===== config.mk =====
export PLATFORM = sky130hd
export DESIGN_NAME = lsu
export DESIGN_NICKNAME = d
export VERILOG_FILES = /design/src/rtl/lsu_pkg.sv /design/src/rtl/lsu_load_fmt.sv /design/src/rtl/lsu.sv
export SDC_FILE = /design/constraint.sdc
export NUM_CORES = 1
export LEC_CHECK = 0
export ABC_AREA = 1
export BUFFER_PORTS_ARGS = -buffer_cell sky130_fd_sc_hd__buf_4
export CORE_ASPECT_RATIO = 0.5
export CORE_MARGIN = 3
export CORE_UTILIZATION = 30
export CTS_CLUSTER_SIZE = 14
export DETAILED_ROUTE_END_ITERATION = 6
export PLACE_DENSITY = 0.68
export SKIP_LAST_GASP = 1
export SLEW_MARGIN = 40
export SYNTH_ARGS = -nofsm -noshare
export SYNTH_HDL_FRONTEND = slang
export SYNTH_HIERARCHICAL = 1
export SYNTH_SLANG_ARGS = --single-unit

===== constraint.sdc =====
create_clock -name clk -period 1.95 [get_ports clk]
set_input_delay 0.2925 -clock clk [delete_from_list [all_inputs] [get_ports clk]]
set_output_delay 0.2925 -clock clk [all_outputs]
set_load 0.03 [all_outputs]

===== src/rtl/lsu_pkg.sv =====
// Shared LSU definitions: widths, funct3 encodings, exception and write-length codes.
// Also holds the request classifier so every user decodes requests the same way.
package lsu_pkg;

    localparam int          XLEN         = 32;
    localparam int unsigned MEM_SIZE_DEF = 2097152;

    localparam logic [2:0] F3_B  = 3'd0;
    localparam logic [2:0] F3_H  = 3'd1;
    localparam logic [2:0] F3_W  = 3'd2;
    localparam logic [2:0] F3_BU = 3'd4;
    localparam logic [2:0] F3_HU = 3'd5;

    localparam logic [1:0] EXC_NONE     = 2'd0;
    localparam logic [1:0] EXC_MISALIGN = 2'd1;
    localparam logic [1:0] EXC_ILLEGAL  = 2'd2;
    localparam logic [1:0] EXC_FAULT    = 2'd3;

    localparam logic [1:0] LEN_B = 2'd0;
    localparam logic [1:0] LEN_H = 2'd1;
    localparam logic [1:0] LEN_W = 2'd2;

    // Priority illegal > misaligned > fault; the last byte is computed one bit wider so it cannot wrap.
    function automatic logic [1:0] access_exc(
        input logic            is_store,
        input logic [2:0]      funct3,
        input logic [XLEN-1:0] addr,
        input logic [XLEN:0]   limit
    );
        logic            illegal;
        logic            misalign;
        logic [1:0]      size_m1;
        logic [XLEN:0]   last;
        illegal  = is_store ? (funct3 > F3_W) : (funct3 == 3'd3 || funct3[2:1] == 2'b11);
        misalign = (funct3[1:0] == LEN_H && addr[0]) ||
                   (funct3[1:0] == LEN_W && addr[1:0] != 2'b00);
        size_m1  = (funct3[1:0] == LEN_W) ? 2'd3 : funct3[1:0];
        last     = {1'b0, addr} + {{(XLEN-1){1'b0}}, size_m1};
        if (illegal)
            return EXC_ILLEGAL;
        else if (misalign)
            return EXC_MISALIGN;
        else if (last >= limit)
            return EXC_FAULT;
        else
            return EXC_NONE;
    endfunction

endpackage


===== src/rtl/lsu_load_fmt.sv =====
// Load data formatter: sign/zero-extends the LSB-aligned read word by funct3.
// Combinational, no latency; no handshake of its own.
module lsu_load_fmt
    import lsu_pkg::*;
(
    input  logic [2:0]      funct3,
    input  logic [XLEN-1:0] data,
    output logic [XLEN-1:0] result
);

    always_comb begin
        result = data;
        case (funct3)
            F3_B:    result = {{(XLEN-8){data[7]}}, data[7:0]};
            F3_BU:   result = {{(XLEN-8){1'b0}}, data[7:0]};
            F3_H:    result = {{(XLEN-16){data[15]}}, data[15:0]};
            F3_HU:   result = {{(XLEN-16){1'b0}}, data[15:0]};
            default: result = data;
        endcase
    end

endmodule


===== src/rtl/lsu.sv =====
// Single-outstanding load/store unit in front of a sync-read/sync-write byte memory.
// Loads respond 2 cycles after accept, stores/exceptions hold a response until resp_ready.
module lsu
    import lsu_pkg::*;
#(
    parameter int unsigned MEM_SIZE = MEM_SIZE_DEF
) (
    input  logic            clk,
    input  logic            rst_n,
    input  logic            req_valid,
    output logic            req_ready,
    input  logic            req_is_store,
    input  logic [2:0]      req_funct3,
    input  logic [XLEN-1:0] req_addr,
    input  logic [XLEN-1:0] req_wdata,
    input  logic [4:0]      req_rd,
    output logic            resp_valid,
    input  logic            resp_ready,
    output logic [XLEN-1:0] resp_rdata,
    output logic [4:0]      resp_rd,
    output logic [1:0]      resp_exc,
    output logic [XLEN-1:0] data_addr_r,
    input  logic [XLEN-1:0] data_r,
    output logic            data_w_en,
    output logic [XLEN-1:0] data_addr_w,
    output logic [XLEN-1:0] data_w,
    output logic [1:0]      data_len_w
);

    localparam logic [2:0] S_IDLE = 3'd0;
    localparam logic [2:0] S_RD1  = 3'd1;
    localparam logic [2:0] S_RD2  = 3'd2;
    localparam logic [2:0] S_ST   = 3'd3;
    localparam logic [2:0] S_RESP = 3'd4;

    localparam logic [XLEN:0] MEM_LIMIT = (XLEN+1)'(MEM_SIZE);

    logic [2:0]      state;
    logic [XLEN-1:0] addr_q;
    logic [XLEN-1:0] wdata_q;
    logic [2:0]      funct3_q;
    logic [4:0]      rd_q;
    logic            store_q;
    logic [1:0]      exc_q;
    logic [1:0]      req_exc;
    logic [XLEN-1:0] load_val;

    assign req_exc = access_exc(req_is_store, req_funct3, req_addr, MEM_LIMIT);

    always_ff @(posedge clk or negedge rst_n) begin
        if (!rst_n) begin
            state    <= S_IDLE;
            addr_q   <= '0;
            wdata_q  <= '0;
            funct3_q <= '0;
            rd_q     <= '0;
            store_q  <= 1'b0;
            exc_q    <= EXC_NONE;
        end else begin
            case (state)
                S_IDLE: begin
                    if (req_valid) begin
                        addr_q   <= req_addr;
                        wdata_q  <= req_wdata;
                        funct3_q <= req_funct3;
                        rd_q     <= req_rd;
                        store_q  <= req_is_store;
                        exc_q    <= req_exc;
                        if (req_exc != EXC_NONE)
                            state <= S_RESP;
                        else
                            state <= req_is_store ? S_ST : S_RD1;
                    end
                end
                S_RD1:  state <= S_RD2;
                S_RD2:  if (resp_ready) state <= S_IDLE;
                S_ST:   state <= S_RESP;
                S_RESP: if (resp_ready) state <= S_IDLE;
                default: state <= S_IDLE;
            endcase
        end
    end

    lsu_load_fmt u_load_fmt (
        .funct3 (funct3_q),
        .data   (data_r),
        .result (load_val)
    );

    // Read address stays on addr_q through RD2 so data_r, and therefore resp_rdata, holds under backpressure.
    assign req_ready   = (state == S_IDLE);
    assign resp_valid  = (state == S_RD2) || (state == S_RESP);
    assign resp_rdata  = (state == S_RD2 && !store_q) ? load_val : '0;
    assign resp_rd     = rd_q;
    assign resp_exc    = exc_q;
    assign data_addr_r = addr_q;
    assign data_w_en   = (state == S_ST);
    assign data_addr_w = addr_q;
    assign data_w      = wdata_q;
    assign data_len_w  = funct3_q[1:0];

endmodule


==> impl_summary.txt, run 1 <==
----------------------------------------------------
[Run status]
  Outcome ... finished, final reports clean

[Die]
  Core region area ... 0.0149 mm^2
  Starting utilization of the core area ... 31.6%
  Die Span Y ... approximately 94 um
  Num ports ... ~250
  FP Rows ... 31
  Horizontal die dimension ... 183 um
  Full die area ... 0.0173 mm^2

[Global routing]
  GR met3 Demand/Resource ... 3.50%
  Met1 Resource Use GR ... 19.8%
  Global routing usage on met2 ... 31.5%
  Vias in the first global route ... 4750
  Total global-route track usage ... between 10% and 20%
  Number of antenna violations at the first check in global routing ... 0
  Layer with the highest usage ... met2
  Global-route wire length before repair ... 23500 um
  Total congestion overflow after global routing ... 0
  Maximum number of pins on one net before global-route repair ... 68

[Clocking]
  Clock tree root buffer cell ... clkbuf_16
  Clock tree sinks ... 78
  Insertion delay of the later-clocked pin in the worst-skew pair ... ~0.34 ns
  Buffers from clock root to sink, at most ... 2
  H-tree depth reported by CTS ... 3
  TritonCTS Buffers ... 9
  Clock transition at the registers of the reported paths ... around 0.060 ns
  Clock tree from TritonCTS ... yes

[Critical path]
  Instance count on the critical path ... 19
  Worst reg-to-reg setup slack ... roughly 0.29 ns
  Most prevalent standard cell on the critical path ... nor2_4
  Number of buffer and inverter stages on the critical path ... 5
  Arrival time of the worst setup path ... 2.19 ns
  Critical Path End Type ... flop
  Delay-heaviest family, CP ... simple AND/OR/NAND/NOR gates
  Worst r2r src ... state[1]
  Largest stage delay on the critical path ... 0.34 ns
  Worst-path fanout max ... 4
  Cell count of the worst reg-to-reg path ... 8
  Startpoint type of the worst setup path ... primary input
  RR Endpoint ... resp_exc[0]
  Critical path class ... in2reg
  Crit path cell chain ... buf_12 -> inv_12 -> nand2_8 -> ha_4 -> inv_2 -> fa_2 -> nor2_4 -> nand2_2 -> nor2_4 -> buf_4 -> buf_4 -> nand4_1 -> nand3_2 -> nor2_2 -> nand3_2 -> nor2_4 -> nand2_2 -> nand2_1 -> a22oi_1
  Worst path slowest cell ... fa_2
  Required time of the critical path ... 2.19 ns

[Timing]
  Max Clock Freq ... 0.513 GHz
  Actual slew at the worst max-slew pin ... 0.353 ns
  Setup-violating endpoint count in the final report ... 0
  Clock tree skew after final layout ... 0.00669 ns
  Headroom to the max-slew limit ... 76.4%
  Final clock period utilization by the worst path ... 100%
  Final Critical Period ... 1.95 ns
  Number of slew-limit violations in the final report ... 0
  Final worst slack ... 0.000417 ns
  Setup tns final ... 0 ns
  Unrepaired setup endpoints after global routing ... true
  Number of hold-slack violations in the final timing report ... 0

[Detailed routing]
  Number of DRC violations after detailed routing ... 0
  Count of TritonRoute iterations in the first routing pass ... 5
  Post-DR wirelength/cell ... 13.7 um
  Count of antenna-violating nets left after detailed routing ... 0
  Mean number of vias per cell ... 4.41
  Final routed wirelength across all metal layers ... between 15000 and 20000 um
  Via Count ... 4898
  Starting DRC count in detailed routing ... 193

[Yosys]
  Synthesized netlist net count ... 807
  Number of synthesized flops with an enable pin ... 0
  Compound-gate portion of the synthesized area ... 3.68%
  Fraction of the mapped netlist area in adder cells ... 0.961%
  Cells after synthesis ... 695
  Sequential fraction of the synthesis area ... 41.6%
  Synth area leader ... dfrtp_1
  Multiplexer share of the synthesized area ... 0%
  Asr flop ratio synth ... between 90% and 100%
  Post-synthesis xor/xnor area fraction ... 0%
  Syn_area_per_cell ... 6.75 um^2
  Most used standard cells in the synthesized netlist ... nand2_1, dfrtp_1, inv_1
  Number of warnings printed during yosys synthesis ... 6
  Count leader, synth ... nand2_1
  Synth Register Bits ... 78
  Library cells used by synthesis ... 26
  Commonest register cell after synthesis ... dfrtp_1
  Area of the mapped netlist ... 0.00469 mm^2
  Biggest area contributors in the synthesized netlist ... dfrtp_1, nand2_1, buf_4
  Simple-gate area share of the yosys netlist ... a little under two fifths
  Combinational family with the most area after synthesis ... simple AND/OR/NAND/NOR gates
  Fraction of post-synthesis cell area in the top cell type by area ... 41.6%

[Placement]
  Pre-CTS setup slack ... -0.407 ns
  Final weighted congestion in routability-driven placement ... ~0.94
  Number of I/O port buffers ... about 250
  DP Wirelength ... 11400 um

[Power and ir drop]
  Worst ir drop on vdd ... 0.000636 V
  Pwr/cell area ... 1530 mW/mm^2
  Overall power of the completed layout ... about 11 mW
  Leak Pwr ... just under 4 nW

[Worst hold path]
  Critical hold path startpoint ... req_wdata[10]
  Sink of the worst hold path ... data_w[10]
  Type of the worst min-delay path ... in2reg
  Worst hold path depth ... 3

[Layout]
  Fill cell count ... 1515
  Proportion of layout cells with a drive suffix above 1 ... 35.7%
  Synth-to-layout area growth ... 49.4%
  Total number of nets in the final design ... 1019
  Antenna cell count ... 0

[Flow run]
  Number of max-capacitance violations reported ... 0

----------------------------------------------------
-- cell families after synthesis --
family / after synthesis
AO/OA/AOI/OAI: 33
AND/OR/NAND/NOR: 436
adder cells (fa/ha/maj): 3
flip-flops: 78
buffers and inverters: 145
-- power breakdown --
| part | total [mW] | switching, mW | internal [mW] |
|---|---|---|---|
| clock network | 1.74 | 0.676 | 1.06 |
| logic | 6.00 | 3.89 | 2.11 |
| registers | 2.98 | 0.609 | 2.37 |
-- timing repair --
action,in CTS,in global routing
pin swaps,10,13
endpoints found under the setup margin,34,31
hold buffers,1,0
endpoints found under the hold margin,24,0
buffers inserted,3,1
cloned,2,3
resized for setup,12,19
-- how the worst max path moves through the flow --
stage	start	to	slack (ns)
3_5_place_dp	req_funct3[1]	state[2]	-0.41
3_3_place_gp	req_funct3[1]	state[2]	-0.36
6_report	req_funct3[1]	state[2]	0.0004
5_1_grt	req_funct3[1]	state[1]	-0.13
2_1_floorplan	req_funct3[1]	state[2]	-0.10
4_1_cts	req_funct3[1]	state[1]	0.007
-- cell usage in the layout, fill, tap and decap left out, types with 2 or more instances in the layout --
cell / n
o21ai_0: 27
clkbuf_8: 2
nor2_1: 68
a21oi_1: 2
nand4_1: 4
inv_1: 70
buf_6: 2
nand3_2: 5
buf_4: 259
nand2_2: 5
clkinv_2: 2
inv_2: 4
buf_12: 3
nor2_2: 7
nand2_4: 4
or2_4: 4
nand3_1: 27
nor2_4: 11
dfrtp_1: 78
nand2_1: 300
nor3_1: 2
a22oi_1: 2
clkbuf_16: 9
-- per-layer routing --
layer	up-vias	part of all wire (%)	wire, um
li1	2475	-	-
met1	2236	40	6060
met2	162	52	7960
met3	25	5.8	884
met4	0	1.9	288
met5	-	0	0
-- area by class of cell --
type                       instances  area, um^2  share of cell area (%)
tap                              198         248                    3.54
sequential                        78        1950                    27.9
timing repair buffer             265        2040                    29.1
multi-input combinational        477        2160                    30.8
clock inverter                     5        56.3                   0.804
clock buffer                      11         253                    3.61
inverter                          76         300                    4.29
-- flip-flops by register name, summed over array words and instances, names as in the netlist --
register	cells
data_addr_r	32
data_w	32
funct3_q	3
resp_exc	2
resp_rd	5
state	3
store_q	1
-- worst reg2reg max path, stage by stage, from the launching register on --
cell and delay (ns):
dfrtp_1 0.42, nor2_1 0.12, inv_1 0.08, nor2_4 0.14
inv_1 0.11, nor2_4 0.16, inv_2 0.07, buf_12 0.20
o31ai_1 0.27
-- metrics by stage --
step	area (um^2)	util, %	hold slack (ns)	cells
4_1_cts	6900	46.5	0.144	1106
2_1_floorplan	4730	-	-0.00309	695
6_report	7000	47.1	0.155	1110
5_1_grt	7000	47.1	0.150	1110
3_3_place_gp	6510	43.8	0.219	1084
3_5_place_dp	6510	43.8	0.225	1084
(Power assumes the default switching activity.)
==> run 2: changes to the inputs <==
--- a/config.mk
+++ b/config.mk
@@ -5,14 +5,13 @@
 export SDC_FILE = /design/constraint.sdc
 export NUM_CORES = 1
 export LEC_CHECK = 0
-export ABC_AREA = 1
 export BUFFER_PORTS_ARGS = -buffer_cell sky130_fd_sc_hd__buf_4
 export CORE_ASPECT_RATIO = 0.5
 export CORE_MARGIN = 3
 export CORE_UTILIZATION = 30
 export CTS_CLUSTER_SIZE = 14
 export DETAILED_ROUTE_END_ITERATION = 6
-export PLACE_DENSITY = 0.68
+export PLACE_DENSITY = 0.7
 export SKIP_LAST_GASP = 1
 export SLEW_MARGIN = 40
 export SYNTH_ARGS = -nofsm -noshare
==> constraint.sdc (replaced) <==
create_clock -name clk -period 1.8 [get_ports clk]
set_input_delay 0.27 -clock clk [delete_from_list [all_inputs] [get_ports clk]]
set_output_delay 0.27 -clock clk [all_outputs]
set_load 0.03 [all_outputs]
==> run 2 against run 1 <==
Effect of this change: the flow now finishes with violations (negative setup slack); count of clock-buffer cells in the layout decreased by 1; non-clock buffer count increased by 34; flip-flop and latch count unchanged; first-iteration DRC count decreased by 37%; sequential share of layout area decreased by 0.30 points; hold slack improved by 0.0097 ns; register-to-register slack got worse by 0.17 ns; via count decreased by 21%; total power decreased by 29%; final area increased by 1.2%; clock skew decreased by 0.0017 ns; critical path type unchanged; largest power group unchanged; highest routed layer unchanged.
==> impl_summary.txt, run 2 <==
----------------------------------------------------
[Run status]
  Violations in the final reports ... negative setup slack
  Outcome ... complete, but fails checks (was finished, final reports clean)

[Yosys]
  Most used standard cells in the synthesized netlist ... dfrtp_1, mux2_2, buf_4 (was nand2_1, dfrtp_1, inv_1)
  Cells after synthesis ... 393 (was 695)
  Fraction of the mapped netlist area in adder cells ... 1.06% (was 0.961%)
  Post-synthesis xor/xnor area fraction ... 0.618% (was 0%)
  Sequential fraction of the synthesis area ... 45.9% (was 41.6%)
  Library cells used by synthesis ... 47 (was 26)
  Combinational family with the most area after synthesis ... multiplexers (was simple AND/OR/NAND/NOR gates)
  Count leader, synth ... dfrtp_1 (was nand2_1)
  Commonest register cell after synthesis ... dfrtp_1 (unchanged)
  Synth Register Bits ... 78 (unchanged)
  Synth area leader ... dfrtp_1 (unchanged)
  Simple-gate area share of the yosys netlist ... 15.7% (was 38.1%)
  Number of synthesized flops with an enable pin ... 0 (unchanged)
  Synthesized netlist net count ... 505 (was 807)
  Compound-gate portion of the synthesized area ... 6.06% (was 3.68%)
  Area of the mapped netlist ... 0.00425 mm^2 (was 0.00469 mm^2)
  Asr flop ratio synth ... 100% (unchanged)
  Syn_area_per_cell ... 10.8 um^2 (was 6.75 um^2)
  Fraction of post-synthesis cell area in the top cell type by area ... 45.9% (was 41.6%)
  Number of warnings printed during yosys synthesis ... 6 (unchanged)
  Multiplexer share of the synthesized area ... 20.4% (was 0%)
  Biggest area contributors in the synthesized netlist ... dfrtp_1, mux2_2, buf_4 (was dfrtp_1, nand2_1, buf_4)

[Worst hold path]
  Critical hold path startpoint ... req_wdata[27] (was req_wdata[10])
  Type of the worst min-delay path ... in2reg (unchanged)
  Sink of the worst hold path ... data_w[27] (was data_w[10])
  Worst hold path depth ... 2 (was 3)

[Global routing]
  Global-route wire length before repair ... 20700 um (was 23500 um)
  Total congestion overflow after global routing ... 0 (unchanged)
  Total global-route track usage ... 16.1% (was 16.8%)
  Global routing usage on met2 ... 31.6% (was 31.5%)
  Vias in the first global route ... 4016 (was 4750)
  GR met3 Demand/Resource ... 3.08% (was 3.50%)
  Maximum number of pins on one net before global-route repair ... 36 (was 68)
  Met1 Resource Use GR ... 17.3% (was 19.8%)
  Number of antenna violations at the first check in global routing ... 0 (unchanged)
  Layer with the highest usage ... met2 (unchanged)

[Detailed routing]
  Count of TritonRoute iterations in the first routing pass ... 4 (was 5)
  Via Count ... 3858 (was 4898)
  Count of antenna-violating nets left after detailed routing ... 0 (unchanged)
  Mean number of vias per cell ... 4.62 (was 4.41)
  Final routed wirelength across all metal layers ... 13000 um (was 15200 um)
  Number of DRC violations after detailed routing ... 0 (unchanged)
  Post-DR wirelength/cell ... 15.6 um (was 13.7 um)
  Starting DRC count in detailed routing ... 121 (was 193)

[Timing]
  Setup-violating endpoint count in the final report ... 37 (was 0)
  Headroom to the max-slew limit ... 70.9% (was 76.4%)
  Number of hold-slack violations in the final timing report ... 0 (unchanged)
  Final clock period utilization by the worst path ... 129%
  Unrepaired setup endpoints after global routing ... true (unchanged)
  Setup tns final ... -6.88 ns (was 0 ns)
  Actual slew at the worst max-slew pin ... 0.432 ns (was 0.353 ns)
  Final worst slack ... -0.527 ns (was 0.000417 ns)
  Final Critical Period ... 2.33 ns
  Max Clock Freq ... around 0.43 GHz
  Clock tree skew after final layout ... 0.00497 ns (was 0.00669 ns)
  Number of slew-limit violations in the final report ... 0 (unchanged)

[Flow run]
  Number of max-capacitance violations reported ... 0 (unchanged)

[Critical path]
  Crit path cell chain ... buf_6 -> or2_4 -> ha_4 -> inv_2 -> fa_2 -> nand2b_4 -> or3_4 -> or4b_1 -> a22o_1 -> nor4_4 -> and3_1 (was buf_12 -> inv_12 -> nand2_8 -> ha_4 -> inv_2 -> fa_2 -> nor2_4 -> nand2_2 -> nor2_4 -> buf_4 -> buf_4 -> nand4_1 -> nand3_2 -> nor2_2 -> nand3_2 -> nor2_4 -> nand2_2 -> nand2_1 -> a22oi_1)
  Worst path slowest cell ... or4b_1 (was fa_2)
  Startpoint type of the worst setup path ... primary input (unchanged)
  Critical path class ... in2reg (unchanged)
  Arrival time of the worst setup path ... 2.60 ns (was 2.19 ns)
  RR Endpoint ... data_addr_r[3] (was resp_exc[0])
  Worst r2r src ... state[2] (was state[1])
  Critical Path End Type ... flop (unchanged)
  Cell count of the worst reg-to-reg path ... 5 (was 8)
  Worst-path fanout max ... 5 (was 4)
  Worst reg-to-reg setup slack ... 0.12 ns (was 0.29 ns)
  Required time of the critical path ... 2.07 ns (was 2.19 ns)
  Delay-heaviest family, CP ... simple AND/OR/NAND/NOR gates (unchanged)
  Number of buffer and inverter stages on the critical path ... 2 (was 5)
  Largest stage delay on the critical path ... 0.47 ns (was 0.34 ns)

[Power and ir drop]
  Worst ir drop on vdd ... 0.000485 V (was 0.000636 V)
  Leak Pwr ... 3.35 nW (was 3.96 nW)
  Overall power of the completed layout ... 7.60 mW (was 10.7 mW)
  Pwr/cell area ... 1070 mW/mm^2 (was 1530 mW/mm^2)

[Layout]
  Leading cell type in the layout, fill and taps excluded ... buf_4 (was nand2_1)
  Most frequent cells in the layout ... buf_4, dfrtp_1, mux2_2 (was nand2_1, buf_4, dfrtp_1)
  Total number of nets in the final design ... 750 (was 1019)
  Fill cell count ... 1208 (was 1515)
  Synth-to-layout area growth ... 66.5% (was 49.4%)
  Proportion of layout cells with a drive suffix above 1 ... 68.6% (was 35.7%)
  Final design instance area without fill ... 0.00708 mm^2 (was 0.00700 mm^2)
  Final cell count without fillers ... 835 (was 1110)
  Antenna cell count ... 0 (unchanged)

[Placement]
  Pre-CTS setup slack ... -1.00 ns (was -0.407 ns)
  Total cell area at the placement stage ... 0.00641 mm^2 (was 0.00651 mm^2)
  Final weighted congestion in routability-driven placement ... 0.846 (was 0.943)
  DP Wirelength ... 9780 um (was 11400 um)
  Placed Cells incl. Taps ... 811 (was 1084)
  Number of I/O port buffers ... 248 (unchanged)

[Die]
  Starting utilization of the core area ... 31.1% (was 31.6%)
  Num ports ... 249 (unchanged)
  FP Rows ... 30 (was 31)
  Horizontal die dimension ... 174 um (was 183 um)
  Core region area ... 0.0137 mm^2 (was 0.0149 mm^2)
  Full die area ... 0.0157 mm^2 (was 0.0173 mm^2)
  Die Span Y ... 90.2 um (was 94.4 um)

[Clocking]
  Clock transition at the registers of the reported paths ... 0.06 ns (about the same)
  Buffers from clock root to sink, at most ... 2 (unchanged)
  Insertion delay of the later-clocked pin in the worst-skew pair ... 0.34 ns (about the same)
  H-tree depth reported by CTS ... 3 (unchanged)
  Clock tree sinks ... 78 (unchanged)
  TritonCTS Buffers ... 9 (unchanged)
  Clock tree root buffer cell ... clkbuf_16 (unchanged)
  Clock tree from TritonCTS ... yes (unchanged)

----------------------------------------------------
## run 2: cell count changes after synthesis, sizes merged, moves of 6 or more
cell | previous run | this run
and2 | 0 | 32
nand3 | 32 | 4
nor2 | 86 | 14
mux2 | 0 | 73
inv | 76 | 4
nor4 | 0 | 6
nand2 | 308 | 31
## run 2: power by group
group / switching (mW) / internal [mW] / total (mW)
clock network: 0.735 / 1.26 / 2.00
registers: 0.272 / 2.14 / 2.41
logic: 1.83 / 1.37 / 3.20
total: 2.84 / 4.77 / 7.60
## run 2: worst max path at each step
stage | from | slack (ns) | endpoint | cells after the start
4_1_cts | req_funct3[1] | -0.52 | state[1] | 11
3_3_place_gp | req_funct3[1] | -0.94 | state[0] | 11
6_report | req_funct3[1] | -0.53 | state[0] | 11
5_1_grt | req_funct3[1] | -0.64 | state[0] | 11
3_5_place_dp | req_funct3[1] | -1.0 | state[0] | 11
2_1_floorplan | req_funct3[1] | -0.76 | state[0] | 10
## run 2: per-layer routing
metal / up-vias / part of all wire (%)
met4: 0 / 2.7
li1: 1812 / -
met5: - / 0
met2: 140 / 56
met1: 1871 / 37
met3: 35 / 4.6
## run 2: kinds of logic (layout without fill, tap and decap cells)
| logic type | Yosys count | in the layout |
|---|---|---|
| AO/OA/AOI/OAI | 44 | 44 |
| buffers and inverters | 69 | 319 |
| XOR/XNOR | 3 | 3 |
| multiplexers | 77 | 77 |
| AND/OR/NAND/NOR | 119 | 119 |
| adder cells (fa/ha/maj) | 3 | 3 |
| flip-flops | 78 | 78 |
## run 2: layout make-up
cell class | count | area [um^2] | share of cell area [%]
Sequential cell | 78 | 1950 | 27.6
Multi-Input combinational cell | 246 | 2030 | 28.6
Timing Repair Buffer | 299 | 2520 | 35.6
Inverter | 4 | 15.0 | 0.212
Tap cell | 192 | 240 | 3.39
Clock inverter | 6 | 92.6 | 1.31
Clock buffer | 10 | 239 | 3.37
## run 2: worst reg2reg max path, cell delays in order (launching register included)
cell and delay (ns):
dfrtp_1 0.42, nand2b_1 0.21, nor3_4 0.23, buf_12 0.20, buf_4 0.18, mux2_2 0.34
## run 2: stage by stage
| step | hold slack, ns | util, % |
|---|---|---|
| 6_report | 0.164 | 51.7 |
| 5_1_grt | 0.154 | 51.7 |
| 4_1_cts | 0.153 | 51.5 |
| 3_5_place_dp | 0.206 | 46.8 |
| 3_3_place_gp | 0.205 | 46.8 |
| 2_1_floorplan | -0.0256 | - |
## run 2: what timing repair did
| item | CTS | global route |
|---|---|---|
| buffers inserted | 6 | 1 |
| hold buffers | 1 | 0 |
| endpoints found under the setup margin | 37 | 37 |
| cloned | 3 | 0 |
| resized for setup | 57 | 26 |
| endpoints found under the hold margin | 24 | 0 |
| pin swaps | 16 | 6 |
